--- config.mk ---
export PLATFORM = sky130hd
export DESIGN_NAME = rx_iq_stream_packer
export DESIGN_NICKNAME = d
export VERILOG_FILES = /design/src/rtl/rx_pack_pkg.sv /design/src/rtl/rx_pack_fifo.sv /design/src/rtl/rx_iq_stream_packer.sv
export SDC_FILE = /design/constraint.sdc
export NUM_CORES = 1
export LEC_CHECK = 0
export CORE_ASPECT_RATIO = 0.9
export CORE_MARGIN = 8
export CORE_UTILIZATION = 25
export CTS_CLUSTER_DIAMETER = 60
export DETAILED_ROUTE_END_ITERATION = 7
export PLACE_DENSITY = 0.49
export SLEW_MARGIN = 20
export SYNTH_ARGS = -nofsm -noshare
export SYNTH_HDL_FRONTEND = slang
export SYNTH_SLANG_ARGS = --single-unit
--- constraint.sdc ---
create_clock -name clock -period 6.35 [get_ports clock]
set_clock_uncertainty 0.1 [all_clocks]
set_input_delay 0.635 -clock clock [delete_from_list [all_inputs] [get_ports clock]]
set_output_delay 0.635 -clock clock [all_outputs]
set_load 0.1 [all_outputs]
--- src/rtl/rx_pack_pkg.sv ---
// rx_pack_pkg: shared types, word width and zero-to-one helper for the I/Q stream packer
package rx_pack_pkg;
  localparam int PACK_W = 64;
  typedef struct packed {
    logic signed [15:0] q;
    logic signed [15:0] i;
  } iq_pair_t;
  typedef enum logic {PHASE0, PHASE1} pack_state_t;
  function automatic logic [31:0] eff_nonzero(input logic [31:0] v);
    return (v == '0) ? 32'd1 : v;
  endfunction
endpackage

--- src/rtl/rx_pack_fifo.sv ---
// rx_pack_fifo: synchronous first-word-fall-through FIFO with a registered valid flag
//   clk/rst    : clock, asynchronous active-high reset
//   wr_en_i    : write request; accepted when not full, or when full and a read happens this cycle
//   wr_data_i  : entry to store
//   rd_en_i    : consumer ready; a read happens only while valid_o is high
//   rd_data_o  : head entry, zero while nothing is valid
//   valid_o    : head entry is presented
//   level_o    : number of stored entries
//   full_o     : level_o == DEPTH
module rx_pack_fifo #(
  parameter int W     = 65,
  parameter int DEPTH = 16
) (
  input  logic                      clk,
  input  logic                      rst,
  input  logic                      wr_en_i,
  input  logic [W-1:0]              wr_data_i,
  input  logic                      rd_en_i,
  output logic [W-1:0]              rd_data_o,
  output logic                      valid_o,
  output logic [$clog2(DEPTH):0]    level_o,
  output logic                      full_o
);
  localparam int AW = $clog2(DEPTH);
  logic [W-1:0]  mem_q [DEPTH];
  logic [AW-1:0] wr_ptr_q, rd_ptr_q;
  logic [AW:0]   level_q, level_d;
  logic          valid_q, wr, rd;
  assign rd      = rd_en_i && valid_q;
  assign full_o  = level_q == (AW+1)'(DEPTH);
  assign wr      = wr_en_i && (!full_o || rd);
  assign level_d = level_q + (AW+1)'(wr) - (AW+1)'(rd);
  // valid follows the occupancy left after this cycle's read, so a word written
  // into an empty FIFO is presented one cycle after the write
  always_ff @(posedge clk or posedge rst)
    if (rst) begin
      wr_ptr_q <= '0;
      rd_ptr_q <= '0;
      level_q  <= '0;
      valid_q  <= 1'b0;
    end else begin
      if (wr) wr_ptr_q <= wr_ptr_q + AW'(1);
      if (rd) rd_ptr_q <= rd_ptr_q + AW'(1);
      level_q <= level_d;
      valid_q <= level_q != (AW+1)'(rd);
    end
  always_ff @(posedge clk)
    if (wr) mem_q[wr_ptr_q] <= wr_data_i;
  assign rd_data_o = valid_q ? mem_q[rd_ptr_q] : '0;
  assign valid_o   = valid_q;
  assign level_o   = level_q;
endmodule

--- src/rtl/rx_iq_stream_packer.sv ---
// rx_iq_stream_packer: decimates receiver I/Q, packs two pairs per 64-bit word and streams framed words
//   clock/reset         : sample clock, asynchronous active-high reset
//   enable              : capture enable; low flushes decimation, pack and frame state
//   sample_i/sample_q   : signed receiver samples, one per clock
//   dec_factor          : keep 1 of every dec_factor samples (0 acts as 1)
//   frame_len           : words per frame (0 acts as 1)
//   overflow_clr        : clears the sticky overflow flag
//   m_axis_*            : AXI-Stream master, tdata = {q1,i1,q0,i0}, pair 0 earlier
//   overflow            : sticky, a completed word was dropped on a full FIFO
//   fifo_level          : FIFO occupancy
module rx_iq_stream_packer
  import rx_pack_pkg::*;
#(
  parameter int FIFO_DEPTH  = 16,
  parameter int FRAME_CNT_W = 16
) (
  input  logic                         clock,
  input  logic                         reset,
  input  logic                         enable,
  input  logic [15:0]                  sample_i,
  input  logic [15:0]                  sample_q,
  input  logic [7:0]                   dec_factor,
  input  logic [FRAME_CNT_W-1:0]       frame_len,
  input  logic                         overflow_clr,
  output logic [PACK_W-1:0]            m_axis_tdata,
  output logic                         m_axis_tvalid,
  output logic                         m_axis_tlast,
  input  logic                         m_axis_tready,
  output logic                         overflow,
  output logic [$clog2(FIFO_DEPTH):0]  fifo_level
);
  logic [7:0]             dec_cnt_q, dec_cnt_d, dec_len_q, dec_len;
  logic [FRAME_CNT_W-1:0] word_cnt_q, word_cnt_d, eff_len;
  pack_state_t            state_q, state_d;
  iq_pair_t               lo_q;
  logic [PACK_W-1:0]      word_q;
  logic [PACK_W:0]        fifo_out;
  logic                   word_done_q, capture, cap_lo, cap_hi, tlast, full, rd, overflow_set, overflow_q;
  // the period length is sampled at the start of each period, so a new dec_factor lands on a wrap
  assign dec_len      = (dec_cnt_q == '0) ? 8'(eff_nonzero(32'(dec_factor))) : dec_len_q;
  assign capture      = enable && (dec_cnt_q == '0);
  assign dec_cnt_d    = (!enable || dec_cnt_q == dec_len - 8'd1) ? '0 : dec_cnt_q + 8'd1;
  assign eff_len      = FRAME_CNT_W'(eff_nonzero(32'(frame_len)));
  assign tlast        = word_cnt_q >= eff_len - FRAME_CNT_W'(1);
  // dropped words still count, keeping frame boundaries tied to time
  assign word_cnt_d   = !enable ? '0 : word_done_q ? (tlast ? '0 : word_cnt_q + FRAME_CNT_W'(1)) : word_cnt_q;
  assign rd           = m_axis_tvalid && m_axis_tready;
  assign overflow_set = word_done_q && full && !rd;
  always_ff @(posedge clock or posedge reset)
    if (reset) state_q <= PHASE0;
    else       state_q <= state_d;
  always_comb
    state_d = !enable ? PHASE0 : !capture ? state_q : (state_q == PHASE0) ? PHASE1 : PHASE0;
  always_comb begin
    cap_lo = capture && state_q == PHASE0;
    cap_hi = capture && state_q == PHASE1;
  end
  always_ff @(posedge clock or posedge reset)
    if (reset) begin
      dec_cnt_q   <= '0;
      dec_len_q   <= 8'd1;
      lo_q        <= '0;
      word_q      <= '0;
      word_done_q <= 1'b0;
      word_cnt_q  <= '0;
      overflow_q  <= 1'b0;
    end else begin
      dec_cnt_q   <= dec_cnt_d;
      dec_len_q   <= dec_len;
      if (cap_lo) lo_q <= '{q: sample_q, i: sample_i};
      if (cap_hi) word_q <= {sample_q, sample_i, lo_q};
      word_done_q <= cap_hi;
      word_cnt_q  <= word_cnt_d;
      overflow_q  <= overflow_set || (overflow_q && !overflow_clr);
    end
  rx_pack_fifo #(
    .W     (PACK_W + 1),
    .DEPTH (FIFO_DEPTH)
  ) u_fifo (
    .clk       (clock),
    .rst       (reset),
    .wr_en_i   (word_done_q),
    .wr_data_i ({tlast, word_q}),
    .rd_en_i   (m_axis_tready),
    .rd_data_o (fifo_out),
    .valid_o   (m_axis_tvalid),
    .level_o   (fifo_level),
    .full_o    (full)
  );
  assign {m_axis_tlast, m_axis_tdata} = fifo_out;
  assign overflow = overflow_q;
endmodule

==> summary.md <==
| Metric | Value |
|---|---|
| Outcome | finished, final reports clean |
| Worst r2r src | dec_cnt_q[0] |
| Core Region | 0.185 mm2 |
| Mapped Nets | ~2,200 |
| EDFF count, synth | 1,040 |
| CP endpoint kind | primary output |
| Clock power share | 24.1% |
| CTS buffer count | 112 |
| Netlist Area Pre-Place | 0.0464 mm2 |
| Setup TNS | 0 ns |
| Leak | 17.4 nW |
| Reg power frac | 41.0% |
| Predominant post-synthesis flop cell | edfxtp_1 |
| DR WL met2 | 58,400 um |
| Critical Path AT | 4.49 ns |
| Final Hold Fails | 0 |
| CTS Hold Buffers Added | 0 |
| Largest stage delay on the critical path | 1.01 ns |
| DRT Pass-1 Iters | 5 |
| Yosys Warn Count | 0 |
| Core Util, Final | 29.5% |
| Clock latency on the worst-skew pair | between 0.7 and 0.8 ns |
| Clk slew on worst S/H paths | 0.06 ns |
| Largest net degree at the start of global routing | 79 |
| Sequential area share after synthesis | 75.2% |
| Total power | 0.0276 W |
| Max-slew violations | 0 |
| Fin nets | around 2,400 |
| Cell count after synthesis | between 2,000 and 2,500 |
| Post-DP HPWL | 67,400 um |
| Die Width | 470 um |
| Sw frac | a little under two fifths |
| Reg2Reg Setup Slack | 2.06 ns |
| Crit path cell chain | buf_12 -> mux4_2 -> mux4_2 -> and2_1 -> clkdlybuf4s50_1 |
| Pwr per Cell Area | 505 mW/mm2 |
| Comb pwr share | 34.9% |
| CTS root buffer | clkbuf_16 |
| RSZ-0062 raised after global routing | no |
| MaxCap Viol Count | 0 |
| CTS tree | done |
| Most frequent cells in the layout | edfxtp_1, mux4_2, dfrtp_1 |
| Rows | 150 |
| Die H | around 420 um |
| Sink Count | 1,185 |
| DRT iter0 DRCs | 1,889 |
| Wire per inst | approximately 24 um |
| RR Endpoint | dec_cnt_q[7] |
| Commonest non-fill, non-tap cell in the layout | edfxtp_1 |
| First-pass GRT wire length | 171,000 um |
| Internal power | 0.0173 W |
| DR top layer | met5 |
| Setup bufs post-CTS | 0 |
| Syn_area_per_cell | 21.9 um2 |
| Final wirelength | between 100,000 and 150,000 um |
| Layout cells sized above 1 | 27.9% |
| IO Pins | 133 |
| Setup violations, final | 0 |
| FILL cells | 17,900 |
| Final period util | between 80% and 90% |
| Initial antenna violation count | 10 |
| Initial Util | 25.1% |
| Worst IR Drop VDD | approximately 0.00061 V |
| Met1 Wirelength | 53,000 um |
| Residual DRC | 0 |
| Vias in the first global route | 23,600 |
| RePlAce Congestion | 0.757 |
| Port Buf Inserts | about 130 |
| Tmin final | 5.23 ns |
| Critical path start-end classification | reg2out |
| FF-to-FF path depth | 13 |
| Layout Area Growth over Synthesis | 17.7% |
| Hold Crit Class | in2async |
| Switch Pwr | 0.0103 W |
| Hold slack | 0.323 ns |
| GRT Util Overall | 11.6% |
| Longest Clk Path Bufs | 3 |
| H-tree levels | 3 |
| CP most frequent cell | mux4_2 |
| WP data required | 5.61 ns |
| Netlist cell types | 63 |
| Layout Cell Area excl Fill | between 0.05 and 0.06 mm2 |
| Fmax | ~0.19 GHz |
| Slowest CP cell | dfrtp_4 |
| Post-CTS resize count | 0 |
| Max_slew headroom | 25.0% |
| Vias per inst | 4.48 |
| Total congestion overflow | 0 |
| CP max FO | between 40 and 50 |
| Die Area | about 0.2 mm2 |
| CP Launch Type | register |
| Ys async rst share | 12.2% |
| DP Area | a little over 0.05 mm2 |
| DR WL met3 | 5110 um |
| Worst-margin pin slew | 1.12 ns |
| Yosys reg bits | 1,185 |
| Final ANT Viol Nets | 0 |
| Via Count | ~22,000 |
-- per-stage QoR --
step / worst slack (ns) / std cells
global route: 0.863 / 4845
finish: 1.12 / 4847
floorplan: 1.72 / 2115
detailed placement: 0.735 / 4635
CTS: 0.932 / 4844
global placement: 0.726 / 4635
-- critical path: cells and delay by family, from the launching register on --
family,cells,cell delay (ns)
flip-flops,1,1.01
AND/OR/NAND/NOR,1,0.21
multiplexers,2,1.08
buffers and inverters,2,1.42
-- kinds of logic (layout without fill, tap and decap cells) --
logic type                 count (synthesis)  after routing  share of synthesized area, %
DFF                                     1185           1185                          75.2
muxes                                    428            428                          18.3
and+or+nand+nor                          232            232                          2.73
buffers and inverters                    131            428                          1.17
AOI/OAI and AO/OA                         70             70                          1.08
xor gates and xnor gates                  36             36                         0.680
adders and majority gates                 33             33                         0.906
other                                      0              3                             0
-- synth_stat cells (all sizes together), types with 3 or more instances --
master,instances,area share [%]
ha,32,0.86
nor2b,5,0.067
a21o,5,0.081
edfxtp,1040,67
and2,85,1.1
o21ai,15,0.16
clkbuf,60,0.49
xnor2,26,0.49
mux2i,4,0.086
buf,39,0.42
xor2,10,0.19
and3,3,0.040
mux2,99,2.4
dfrtp,144,7.8
a21oi,15,0.16
a211oi,4,0.065
nor3b,3,0.059
nor3,9,0.097
inv,31,0.25
nor2,28,0.23
nand3,22,0.24
nor4,3,0.073
or3,5,0.067
or4,3,0.049
o311ai,8,0.15
a22o,3,0.057
nand3b,3,0.049
or2,5,0.067
mux4,325,16
nand2,48,0.39
nand4,5,0.067
nor4b,3,0.057
-- worst max-delay path by stage --
| stage | slack (ns) | cells after the start | from | end |
|---|---|---|---|---|
| 6_report | 1.12 | 5 | u_fifo.rd_ptr_q[0] | m_axis_tlast |
| 4_1_cts | 0.93 | 5 | u_fifo.rd_ptr_q[0] | m_axis_tlast |
| 3_3_place_gp | 0.73 | 19 | frame_len[8] | word_cnt_q[10] |
| 2_1_floorplan | 1.72 | 1 | reset | dec_cnt_q[0] |
| 5_1_grt | 0.86 | 5 | u_fifo.rd_ptr_q[0] | m_axis_tlast |
| 3_5_place_dp | 0.73 | 18 | frame_len[8] | word_cnt_q[12] |
-- registers in the layout, summed over array words and instances (netlist names), 4 cells and up --
name             flops
u_fifo.mem_q      1040
word_cnt_q          16
u_fifo.wr_ptr_q      4
word_q              64
u_fifo.level_o       5
u_fifo.rd_ptr_q      4
dec_len_q            8
lo_q                32
dec_cnt_q            8
-- layout make-up --
| cell class | instances | area (um2) | area share, % |
|---|---|---|---|
| Antenna cell | 3 | 7.51 | 0.0138 |
| Clock buffer | 147 | 3090 | 5.66 |
| Clock inverter | 62 | 529 | 0.970 |
| Inverter | 32 | 125 | 0.229 |
| Multi-Input combinational cell | 799 | 11000 | 20.2 |
| Sequential cell | 1185 | 34900 | 63.9 |
| Tap cell | 2432 | 3040 | 5.57 |
| Timing Repair Buffer | 187 | 1890 | 3.46 |
-- layer usage --
metal  up-vias  GRT usage (%)
li1       9153              -
met3       136           2.23
met4        10           2.23
met5         -              0
met2       514           19.6
met1     11900           15.7
-- power by group through the flow --
stage	clock network, W	registers, W	logic [W]
final	0.00665	0.0113	0.00963
after detailed placement	0	0.0115	0.00993
after global placement	0	0.0113	0.00989
after global routing	0.00712	0.0115	0.0102
after floorplan	0	0.0108	0.00742
after CTS	0.00681	0.0113	0.00995
Power figures use the tool's default switching activity.
